File: src/rtl/dmac_pkg.sv
// dmac_pkg: shared FSM states, burst limits and AXI encodings for the DMA copy engine
package dmac_pkg;

    typedef enum logic [2:0] {
        S_IDLE,
        S_RREQ,
        S_RDATA,
        S_WREQ,
        S_WDATA,
        S_WAIT_B,
        S_DONE
    } state_e;

    localparam int MAX_BEATS = 16;
    localparam int PTR_W = $clog2(MAX_BEATS) + 1;

    localparam logic [1:0] BURST_INCR = 2'b01;
    localparam logic [2:0] SIZE_4B = 3'd2;
    localparam logic [1:0] RESP_OKAY = 2'b00;

    // Beats left before the next 64 B boundary, capped by the words still to move.
    function automatic logic [PTR_W-1:0] burst_beats(input logic [PTR_W-2:0] off, input logic [13:0] rem);
        logic [PTR_W-1:0] space;
        space = PTR_W'(MAX_BEATS) - {1'b0, off};
        return (rem < 14'(space)) ? rem[PTR_W-1:0] : space;
    endfunction

endpackage

File: src/rtl/dmac_beat_buffer.sv
// dmac_beat_buffer: one-burst staging store between the read and write halves of a copy
module dmac_beat_buffer
    import dmac_pkg::*;
#(
    parameter int DATA_WIDTH = 32
) (
    input  logic                  clk,
    input  logic                  rst,
    input  logic                  clr,
    input  logic                  wr_en,
    input  logic [DATA_WIDTH-1:0] wr_data,
    input  logic                  rd_en,
    output logic [DATA_WIDTH-1:0] rd_data,
    output logic [PTR_W-1:0]      wr_ptr,
    output logic [PTR_W-1:0]      rd_ptr
);

    logic [DATA_WIDTH-1:0] mem_q [MAX_BEATS];
    logic [PTR_W-1:0] wr_ptr_q, wr_ptr_d, rd_ptr_q, rd_ptr_d;

    // Pointers restart at zero for every burst.
    always_comb begin
        wr_ptr_d = clr ? '0 : wr_ptr_q + PTR_W'(wr_en);
        rd_ptr_d = clr ? '0 : rd_ptr_q + PTR_W'(rd_en);
    end

    // Pointer registers.
    always_ff @(posedge clk) begin
        if (rst) begin
            wr_ptr_q <= '0;
            rd_ptr_q <= '0;
        end else begin
            wr_ptr_q <= wr_ptr_d;
            rd_ptr_q <= rd_ptr_d;
        end
    end

    // Storage needs no reset; only written slots are ever read.
    always_ff @(posedge clk) begin
        if (wr_en) mem_q[wr_ptr_q[PTR_W-2:0]] <= wr_data;
    end

    assign rd_data = mem_q[rd_ptr_q[PTR_W-2:0]];
    assign wr_ptr  = wr_ptr_q;
    assign rd_ptr  = rd_ptr_q;

endmodule

File: src/rtl/dmac_engine.sv
// dmac_engine: single-channel AXI copy engine; define DMAC_ENGINE_RESP_CHECK_EN to flag non-OKAY responses
module dmac_engine
    import dmac_pkg::*;
#(
    parameter int ADDR_WIDTH = 32,
    parameter int DATA_WIDTH = 32,
    parameter int ID_WIDTH   = 4
) (
    input  logic                    clk,
    input  logic                    rst,
    input  logic [ADDR_WIDTH-1:0]   src_addr,
    input  logic [ADDR_WIDTH-1:0]   dst_addr,
    input  logic [15:0]             byte_len,
    input  logic                    start,
    output logic                    busy,
    output logic                    done,
    output logic                    error,
    output logic [ID_WIDTH-1:0]     awid,
    output logic [ADDR_WIDTH-1:0]   awaddr,
    output logic [7:0]              awlen,
    output logic [2:0]              awsize,
    output logic [1:0]              awburst,
    output logic                    awvalid,
    input  logic                    awready,
    output logic [ID_WIDTH-1:0]     wid,
    output logic [DATA_WIDTH-1:0]   wdata,
    output logic [DATA_WIDTH/8-1:0] wstrb,
    output logic                    wlast,
    output logic                    wvalid,
    input  logic                    wready,
    output logic                    bready,
    input  logic [ID_WIDTH-1:0]     bid,
    input  logic [1:0]              bresp,
    input  logic                    bvalid,
    output logic [ID_WIDTH-1:0]     arid,
    output logic [ADDR_WIDTH-1:0]   araddr,
    output logic [7:0]              arlen,
    output logic [2:0]              arsize,
    output logic [1:0]              arburst,
    output logic                    arvalid,
    input  logic                    arready,
    output logic                    rready,
    input  logic [ID_WIDTH-1:0]     rid,
    input  logic [DATA_WIDTH-1:0]   rdata,
    input  logic [1:0]              rresp,
    input  logic                    rlast,
    input  logic                    rvalid
);

    state_e state_q, state_d;
    logic [ADDR_WIDTH-1:0] src_q, src_d, dst_q, dst_d;
    logic [13:0] rem_q, rem_d;
    logic busy_q, busy_d, done_q, done_d, err_q, err_d;
    logic arvalid_q, arvalid_d, rready_q, rready_d, awvalid_q, awvalid_d;
    logic wvalid_q, wvalid_d, bready_q, bready_d;
    logic [PTR_W-1:0] beats, wr_ptr, rd_ptr;
    logic [ADDR_WIDTH-1:0] step;
    logic [DATA_WIDTH-1:0] buf_data;
    logic ar_hs, r_hs, aw_hs, w_hs, b_hs, last_r, last_w;
    logic unused_inputs;

    assign beats  = burst_beats(src_q[5:2], rem_q);
    assign step   = ADDR_WIDTH'({beats, 2'b00});
    assign ar_hs  = arvalid_q & arready;
    assign r_hs   = rready_q & rvalid;
    assign aw_hs  = awvalid_q & awready;
    assign w_hs   = wvalid_q & wready;
    assign b_hs   = bready_q & bvalid;
    assign last_r = wr_ptr == beats - PTR_W'(1);
    assign last_w = rd_ptr == beats - PTR_W'(1);

    dmac_beat_buffer #(.DATA_WIDTH(DATA_WIDTH)) u_buf (
        .clk     (clk),
        .rst     (rst),
        .clr     (state_q == S_RREQ),
        .wr_en   (r_hs),
        .wr_data (rdata),
        .rd_en   (w_hs),
        .rd_data (buf_data),
        .wr_ptr  (wr_ptr),
        .rd_ptr  (rd_ptr)
    );

    // Next-state, address bookkeeping and registered handshake outputs.
    always_comb begin
        state_d   = state_q;
        src_d     = src_q;
        dst_d     = dst_q;
        rem_d     = rem_q;
        busy_d    = busy_q;
        done_d    = 1'b0;
        err_d     = err_q;
        arvalid_d = arvalid_q;
        rready_d  = rready_q;
        awvalid_d = awvalid_q;
        wvalid_d  = wvalid_q;
        bready_d  = bready_q;
        case (state_q)
            S_IDLE: if (start) begin
                src_d  = {src_addr[ADDR_WIDTH-1:2], 2'b00};
                dst_d  = {dst_addr[ADDR_WIDTH-1:2], 2'b00};
                rem_d  = byte_len[15:2];
                err_d  = 1'b0;
                busy_d = 1'b1;
                if (byte_len[15:2] == '0) state_d = S_DONE;
                else begin
                    state_d   = S_RREQ;
                    arvalid_d = 1'b1;
                end
            end
            S_RREQ: if (ar_hs) begin
                arvalid_d = 1'b0;
                rready_d  = 1'b1;
                state_d   = S_RDATA;
            end
            S_RDATA: if (r_hs) begin
`ifdef DMAC_ENGINE_RESP_CHECK_EN
                if (rresp != RESP_OKAY) err_d = 1'b1;
`endif
                if (last_r) begin
                    rready_d  = 1'b0;
                    awvalid_d = 1'b1;
                    state_d   = S_WREQ;
                end
            end
            S_WREQ: if (aw_hs) begin
                awvalid_d = 1'b0;
                wvalid_d  = 1'b1;
                state_d   = S_WDATA;
            end
            S_WDATA: if (w_hs && last_w) begin
                wvalid_d = 1'b0;
                bready_d = 1'b1;
                state_d  = S_WAIT_B;
            end
            S_WAIT_B: if (b_hs) begin
                bready_d = 1'b0;
                src_d    = src_q + step;
                dst_d    = dst_q + step;
                rem_d    = rem_q - 14'(beats);
`ifdef DMAC_ENGINE_RESP_CHECK_EN
                if (bresp != RESP_OKAY) err_d = 1'b1;
`endif
                if (rem_d == '0 || err_d) state_d = S_DONE;
                else begin
                    state_d   = S_RREQ;
                    arvalid_d = 1'b1;
                end
            end
            S_DONE: begin
                done_d  = 1'b1;
                busy_d  = 1'b0;
                state_d = S_IDLE;
            end
            default: state_d = S_IDLE;
        endcase
    end

    // State and output registers; reset aborts any burst in flight.
    always_ff @(posedge clk) begin
        if (rst) begin
            state_q   <= S_IDLE;
            src_q     <= '0;
            dst_q     <= '0;
            rem_q     <= '0;
            busy_q    <= 1'b0;
            done_q    <= 1'b0;
            err_q     <= 1'b0;
            arvalid_q <= 1'b0;
            rready_q  <= 1'b0;
            awvalid_q <= 1'b0;
            wvalid_q  <= 1'b0;
            bready_q  <= 1'b0;
        end else begin
            state_q   <= state_d;
            src_q     <= src_d;
            dst_q     <= dst_d;
            rem_q     <= rem_d;
            busy_q    <= busy_d;
            done_q    <= done_d;
            err_q     <= err_d;
            arvalid_q <= arvalid_d;
            rready_q  <= rready_d;
            awvalid_q <= awvalid_d;
            wvalid_q  <= wvalid_d;
            bready_q  <= bready_d;
        end
    end

    assign busy    = busy_q;
    assign done    = done_q;
    assign error   = err_q;
    assign arid    = '0;
    assign araddr  = src_q;
    assign arlen   = 8'(beats - PTR_W'(1));
    assign arsize  = SIZE_4B;
    assign arburst = BURST_INCR;
    assign arvalid = arvalid_q;
    assign rready  = rready_q;
    assign awid    = '0;
    assign awaddr  = dst_q;
    assign awlen   = 8'(beats - PTR_W'(1));
    assign awsize  = SIZE_4B;
    assign awburst = BURST_INCR;
    assign awvalid = awvalid_q;
    assign wid     = '0;
    assign wdata   = buf_data;
    assign wstrb   = '1;
    assign wlast   = wvalid_q & last_w;
    assign wvalid  = wvalid_q;
    assign bready  = bready_q;

`ifdef DMAC_ENGINE_RESP_CHECK_EN
    assign unused_inputs = ^{bid, rid, rlast};
`else
    assign unused_inputs = ^{bid, rid, rlast, rresp, bresp};
`endif

endmodule

File: config.mk
export PLATFORM = sky130hd
export DESIGN_NAME = dmac_engine
export DESIGN_NICKNAME = d
export VERILOG_FILES = /design/src/rtl/dmac_pkg.sv /design/src/rtl/dmac_beat_buffer.sv /design/src/rtl/dmac_engine.sv
export SDC_FILE = /design/constraint.sdc
export NUM_CORES = 1
export LEC_CHECK = 0
export CORE_ASPECT_RATIO = 1.25
export CORE_MARGIN = 4
export CORE_UTILIZATION = 39
export CTS_CLUSTER_DIAMETER = 150
export DETAILED_ROUTE_END_ITERATION = 10
export SLEW_MARGIN = 0
export SYNTH_ARGS = -nofsm -noshare
export SYNTH_HDL_FRONTEND = slang
export SYNTH_SLANG_ARGS = --single-unit
export TNS_END_PERCENT = 50
File: constraint.sdc
create_clock -name clk -period 5 [get_ports clk]
set_input_delay 1 -clock clk [delete_from_list [all_inputs] [get_ports clk]]
set_output_delay 1 -clock clk [all_outputs]
set_load 0.02 [all_outputs]
==> out/results.ini, run 1 <==
[status]
run_status=complete, but fails checks
violations=setup timing

[global_routing]
grt_first_pass_wirelength_mm=97.8
grt_use_total=0.181
grt_pass1_vias=15500
grt_max_degree=110
antenna_found_initial=2
grt_overflow_total=0

[timing]
tightest_slew_ns=1.14
final-setup-viol-count=7
fmax_ghz=0.196
rsz0062_at_grt=true
drv_slew=0
post-route-min-period_ns=5.10
hold_viol_final=0
slew_headroom=0.239
skew_ns=0.0320
period_share=1.02
fin_ws_ns=-0.104
holdWs_ns=0.513

[worst_setup_path]
worst_r2r_endpoint=state_q[0]
crit_chain=inv_2 -> ha_4 -> buf_6 -> xnor2_2 -> inv_1 -> ha_2 -> a21o_1 -> a2111oi_4 -> o21ai_4 -> mux2_4 -> inv_4 -> ha_4 -> nand2_2 -> xor2_2 -> mux2i_4 -> xnor2_1 -> nand4_1 -> nor3_4 -> buf_6
cp.required_ns=4.00
cp_max_fo=5
regToRegStartpoint=araddr[2]
cp_slowest_cell=a2111oi_4
path_class=reg -> out
critPathBufInv=5
crit_path_start_kind=flip-flop
cp-end-kind=output pin
critPathMaxStageDelay_ns=0.41
arrival_ns=4.10
rr_worst_depth=23
crit_family=compound AO/OA/AOI/OAI gates
reg2reg_slack_ns=0.18

[floorplanning]
die_area_sq_um=70600
ios=280
num_rows=105
die_y_microns=296
core-area_sq_um=65700
initial_core_util=0.394
fp.dieW_microns=238

[cts]
clock_path_buffers=3
hold_buffers=0
numCtsBuffers=60
cts-root-buf=clkbuf_16
h-tree-depth=2
cts_tree=yes
clk_pin_slew_ns=0.07
cts_sinks=606
insertion_delay_ns=0.64

[logic_synthesis]
synthArstFlopShare=0
syn_area_per_cell_sq_um=15.9
ys_ff_latch=606
synth_cell_types=71
synth_edf_count=512
yosysWarnings=0
ys.flop_type=edfxtp_1
syn-cell-area_sq_um=25900
seq_area_frac_synth=0.666
synthCells=1629

[power_and_ir_drop]
power_density_nw_per_um2=476
peakVddDrop_uv=305
leakagePower_nw=10.2

[routing]
wl_mm=65.8
wire_per_inst_microns=23.5
drt_iter0_markers=1325
vias=15500
antenna_left=0
vias_per_cell=5.53
drc=0
dr.pass1.iters=5

[hold_path]
hold_path.class=reg -> reg
worstHoldStart=awvalid
whs_endpoint=awvalid
hold_depth=2

[finish]
drive_gt1_frac=0.208
num-nets-final=2053
area_growth_pct=22.3

[placed_design]
dp_hpwl_mm=39.7
io_buffers=229
place_ws_ns=-0.0126
routabilityCongestion=0.869

[flow_run]
max_cap_violations=0

==> cell type report <==
cell class              instances  area [sq um]
clock inverters                40           433
multi-input cells             886          8270
repair buffers                309          2950
flip-flops and latches        606         17300
diodes                          2          5.00
inverters                      29           111
well taps                     856          1070
clock buffers                  71          1560
fillers                      5592         34000
==> worst register-to-register path, delay by kind of cell (launching register included) <==
kind	cells	cell delay, ns
compound gates	9	1.73
fa+ha+maj	4	0.90
simple gates	2	0.73
buf+inv	5	0.45
flops	1	0.38
xor+xnor	2	0.30
mux	1	0.21
==> power breakdown <==
group	switching, W	total (W)	internal [W]
Sequential	0.000300	0.00600	0.00570
Combinational	0.00248	0.00453	0.00204
Clock	0.00196	0.00456	0.00261
Total	0.00474	0.0151	0.0103
==> metal layers <==
metal  wire length, microns  up-vias  global-route usage
li1                       -     6931                   -
met1                  27100     7979               0.239
met2                  33500      491               0.314
met3                   4080       77              0.0334
met4                   1070        2              0.0381
met5                     13        -                   0
==> stage by stage <==
stage / TNS, ns / utilization / area, sq um / std cells / power [W]
final: -0.394 / 0.482 / 31700 / 2799 / 0.0151
after global routing: -2.87 / 0.482 / 31700 / 2797 / 0.0158
after CTS: -1.36 / 0.482 / 31600 / 2797 / 0.0152
after detailed placement: -0.0297 / 0.449 / 29500 / 2677 / 0.0104
after global placement: 0 / 0.449 / 29500 / 2677 / 0.0104
after floorplan: 0 / - / 26100 / 1658 / 0.00885
==> what timing repair did <==
action	4_1_cts	5_1_grt
pin swaps	8	0
buffers inserted	9	0
endpoints found under the setup margin	16	22
resized for setup	29	7
==> logic make-up (layout without fill, tap and decap cells) <==
family,after synthesis,count (layout),synth area share
xor+xnor,30,30,0.0112
buf+inv,166,449,0.0301
fa+ha+maj,28,28,0.0144
other cells,2,33,0.000290
flops,606,606,0.666
compound gates,276,276,0.0704
mux,170,170,0.144
simple gates,351,351,0.0635
==> how the worst max path moves through the flow <==
stage               from          to  slack [ns]  cells past startpoint
2_1_floorplan  araddr[2]       wlast       0.005                     20
3_3_place_gp   araddr[3]  araddr[26]        0.02                     23
3_5_place_dp   araddr[3]  state_q[1]       -0.01                     24
4_1_cts        araddr[2]       wlast       -0.18                     19
5_1_grt        araddr[3]       wlast       -0.36                     19
6_report       araddr[2]       wlast       -0.10                     19
==> sequential cells by signal, summed over array words and instances, names as in the netlist <==
signal / count
wvalid: 1
bready: 1
awaddr: 30
u_buf.wr_ptr: 5
u_buf.rd_ptr: 5
busy: 1
done: 1
state_q: 3
arvalid: 1
rem_q: 14
rready: 1
awvalid: 1
araddr: 30
u_buf.mem_q: 512
==> cell usage in the layout (no fill, tap or decap), types with 15 or more instances in the layout <==
master / n
nand3_1: 28
nor2_1: 89
clkbuf_16: 61
dfxtp_1: 87
ha_1: 21
clkdlybuf4s50_1: 225
edfxtp_1: 512
a21oi_1: 70
a211oi_1: 29
buf_4: 73
mux4_2: 160
nand2_1: 108
clkinv_1: 15
a22oi_1: 16
inv_1: 23
conb_1: 31
o21ai_0: 52
nor3_1: 19
==> cells in the mapped netlist, types with 6 or more instances <==
| cell | count | area share |
|---|---|---|
| edfxtp_1 | 512 | 0.59 |
| mux4_2 | 160 | 0.14 |
| nand2_1 | 109 | 0.016 |
| nor2_1 | 102 | 0.015 |
| dfxtp_1 | 94 | 0.073 |
| clkbuf_1 | 77 | 0.011 |
| a21oi_1 | 74 | 0.014 |
| o21ai_0 | 53 | 0.010 |
| buf_4 | 41 | 0.012 |
| a211oi_1 | 29 | 0.0084 |
| nand3_1 | 29 | 0.0056 |
| nor3_1 | 29 | 0.0056 |
| inv_1 | 27 | 0.0039 |
| ha_1 | 25 | 0.012 |
| buf_1 | 17 | 0.0025 |
| a22oi_1 | 16 | 0.0046 |
| xnor2_1 | 16 | 0.0054 |
| a311oi_1 | 13 | 0.0044 |
| o22ai_1 | 13 | 0.0031 |
| o31ai_1 | 13 | 0.0038 |
| xor2_1 | 12 | 0.0041 |
| a21o_1 | 11 | 0.0032 |
| nand4_1 | 11 | 0.0027 |
| or3_1 | 11 | 0.0027 |
| and3_1 | 10 | 0.0024 |
| a31oi_1 | 9 | 0.0022 |
| nor4_1 | 9 | 0.0022 |
| mux2i_1 | 7 | 0.0027 |
| nand2b_1 | 7 | 0.0017 |
| o21a_1 | 7 | 0.0020 |
| and2_1 | 6 | 0.0014 |
No activity file was read; power rests on OpenSTA's default activity.
==> inputs of run 2 (changes only) <==
--- a/config.mk
+++ b/config.mk
@@ -8,6 +8,7 @@
 export CORE_ASPECT_RATIO = 1.25
 export CORE_MARGIN = 4
 export CORE_UTILIZATION = 39
+export CTS_BUF_LIST = sky130_fd_sc_hd__clkbuf_8
 export CTS_CLUSTER_DIAMETER = 150
 export DETAILED_ROUTE_END_ITERATION = 10
 export SLEW_MARGIN = 0
==> run 2 against run 1 <==
The run still ends with setup timing left. Hold slack got worse by 0.0020 ns. Die area did not move. Register-to-register slack improved by 0.06 ns. Non-clock buffer count grew 3. Via count rose by 1.5%. Largest cell class unchanged. Highest routed layer unchanged.
==> out/results.ini, run 2 (synthesis gave the netlist of run 1 again) <==
[status]
run_status=complete, but fails checks
violations=setup timing

[cts]
numCtsBuffers=96  ; +60%
h-tree-depth=3  ; +1
clk_pin_slew_ns=0.07  ; about the same
cts-root-buf=clkbuf_8
cts_tree=yes
cts_sinks=606  ; unchanged
clock_path_buffers=3  ; unchanged
insertion_delay_ns=0.68  ; +0.04 ns

[power_and_ir_drop]
leakagePower_nw=10.3  ; +0.76%
power_density_nw_per_um2=464  ; -2.5%
clock_power_share=0.275  ; -0.027
p_seq_frac=0.409  ; +0.011
peakVddDrop_uv=296  ; -2.9%
pwr-share-comb=0.316  ; +0.016
switching_share=0.327  ; +0.0131
internal-power_w=0.00988  ; -4.6%
total_power_w=0.0147  ; -2.7%
p_sw_w=0.00480  ; +1.3%

[worst_setup_path]
crit_path_start_kind=flip-flop
critPathMaxStageDelay_ns=0.41  ; about the same
crit_start=araddr[2]
crit_chain=inv_2 -> ha_4 -> buf_6 -> xnor2_4 -> inv_2 -> ha_2 -> a21o_1 -> a2111oi_4 -> o21ai_4 -> mux2_4 -> inv_4 -> ha_4 -> nand2_4 -> xor2_2 -> mux2i_4 -> xnor2_1 -> nand4_1 -> nor3_4 -> buf_6
cp_slowest_cell=a2111oi_4
reg2reg_slack_ns=0.24  ; +0.06 ns
path_class=reg -> out
arrival_ns=4.22  ; +0.12 ns
cp-end-kind=output pin
cp_max_fo=5  ; unchanged
cp.required_ns=4.00  ; about the same
regToRegStartpoint=araddr[2]
worst_r2r_endpoint=araddr[26]
rr_worst_depth=23  ; unchanged

[hold_path]
whs_endpoint=awvalid
hold_depth=2  ; unchanged
hold_path.class=reg -> reg
worstHoldStart=awvalid

[floorplanning]
fp.dieW_microns=238  ; unchanged
core-area_sq_um=65700  ; unchanged
initial_core_util=0.394  ; unchanged
ios=280  ; unchanged
num_rows=105  ; unchanged
die_area_sq_um=70600  ; unchanged
die_y_microns=296  ; unchanged

[placed_design]
io_buffers=229  ; unchanged
routabilityCongestion=0.869  ; unchanged
dp_hpwl_mm=39.7  ; unchanged
place_ws_ns=-0.0126  ; unchanged

[finish]
nFillCells=5624  ; +0.57%
drive_gt1_frac=0.220  ; +0.0123
largest_reg_flops=512  ; unchanged
area_growth_pct=22.0
fin_util=0.481  ; -0.00133
final_common_cell=edfxtp_1
final_cell_mix=edfxtp_1 (512), clkdlybuf4s50_1 (223), mux4_2 (160)
num-nets-final=2092  ; +1.9%

[global_routing]
grt_pass1_vias=15900  ; +2.7%
antenna_found_initial=4  ; +2
grt_use_total=0.183  ; +0.00202
grt_max_degree=110  ; unchanged
grt_first_pass_wirelength_mm=98.7  ; +0.90%
grt_overflow_total=0  ; unchanged

[timing]
hold_viol_final=0  ; unchanged
post-route-min-period_ns=5.22  ; +0.117 ns
skew_ns=0.0470  ; +0.0150 ns
period_share=1.04  ; +0.0234
final-setup-viol-count=9  ; +2
drv_slew=0  ; unchanged
tightest_slew_ns=1.11  ; -0.0290 ns
slew_headroom=0.258  ; +0.0193
rsz0062_at_grt=true
holdWs_ns=0.512  ; -0.00195 ns
fmax_ghz=0.192  ; -2.2%
fin_ws_ns=-0.220  ; -0.117 ns

[routing]
wire_per_inst_microns=23.1  ; -1.5%
dr.pass1.iters=6  ; +1
vias=15700  ; +1.5%
wl_mm=66.3  ; +0.74%
drt_iter0_markers=1267  ; -4.4%
antenna_left=0  ; unchanged
drc=0  ; unchanged
vias_per_cell=5.48  ; -0.83%

[flow_run]
max_cap_violations=0  ; unchanged

-- run 2: area by class of cell --
| type | instances | area [sq um] | area share |
|---|---|---|---|
| Clock buffer | 98 | 1350 | 0.0427 |
| Clock inverter | 74 | 469 | 0.0149 |
| Inverter | 29 | 111 | 0.00352 |
| Tap cell | 856 | 1070 | 0.0339 |
| Multi-Input combinational cell | 886 | 8320 | 0.263 |
| Timing Repair Buffer | 312 | 2990 | 0.0945 |
| Antenna cell | 3 | 7.51 | 0.000238 |
| Sequential cell | 606 | 17300 | 0.547 |
-- run 2: worst max-delay path, delay by kind of cell (launching register included) --
family | cells | cell delay, ns
adder cells (fa/ha/maj) | 3 | 0.51
multiplexers | 2 | 0.56
XOR/XNOR | 3 | 0.44
buffers and inverters | 5 | 0.45
AO/OA/AOI/OAI | 3 | 0.75
AND/OR/NAND/NOR | 3 | 0.44
flip-flops | 1 | 0.38
-- run 2: power groups by stage --
stage                     clock, W  combinational (W)  sequential [W]
after global routing       0.00440            0.00505         0.00603
after detailed placement         0            0.00435         0.00610
after CTS                  0.00418            0.00457         0.00600
after floorplan                  0            0.00269         0.00616
final                      0.00403            0.00464         0.00601
after global placement           0            0.00429         0.00608
-- run 2: metal layers --
| metal | global-route usage | up-vias | routed length, microns |
|---|---|---|---|
| met5 | 0 | - | 13 |
| met3 | 0.0406 | 91 | 4620 |
| met2 | 0.317 | 550 | 33800 |
| li1 | - | 7027 | - |
| met4 | 0.0465 | 2 | 1120 |
| met1 | 0.235 | 8038 | 26700 |
-- run 2: repair_timing --
action                                  CTS  global route
buffers inserted                         10             4
hold buffers                              0             0
resized for setup                        34            20
pin swaps                                 8             3
endpoints found under the setup margin   20            26
-- run 2: metrics by stage --
stage | TNS (ns) | instance area [sq um] | std cells
2_1_floorplan | 0 | 26100 | 1658
3_3_place_gp | 0 | 29500 | 2677
3_5_place_dp | -0.0297 | 29500 | 2677
4_1_cts | -2.71 | 31500 | 2859
5_1_grt | -3.26 | 31600 | 2862
6_report | -0.885 | 31600 | 2864
-- run 2: worst max path at each step --
| stage | endpoint | cells past startpoint |
|---|---|---|
| 2_1_floorplan | wlast | 20 |
| 3_3_place_gp | araddr[26] | 23 |
| 3_5_place_dp | state_q[1] | 24 |
| 4_1_cts | wlast | 19 |
| 5_1_grt | wlast | 19 |
| 6_report | wlast | 19 |
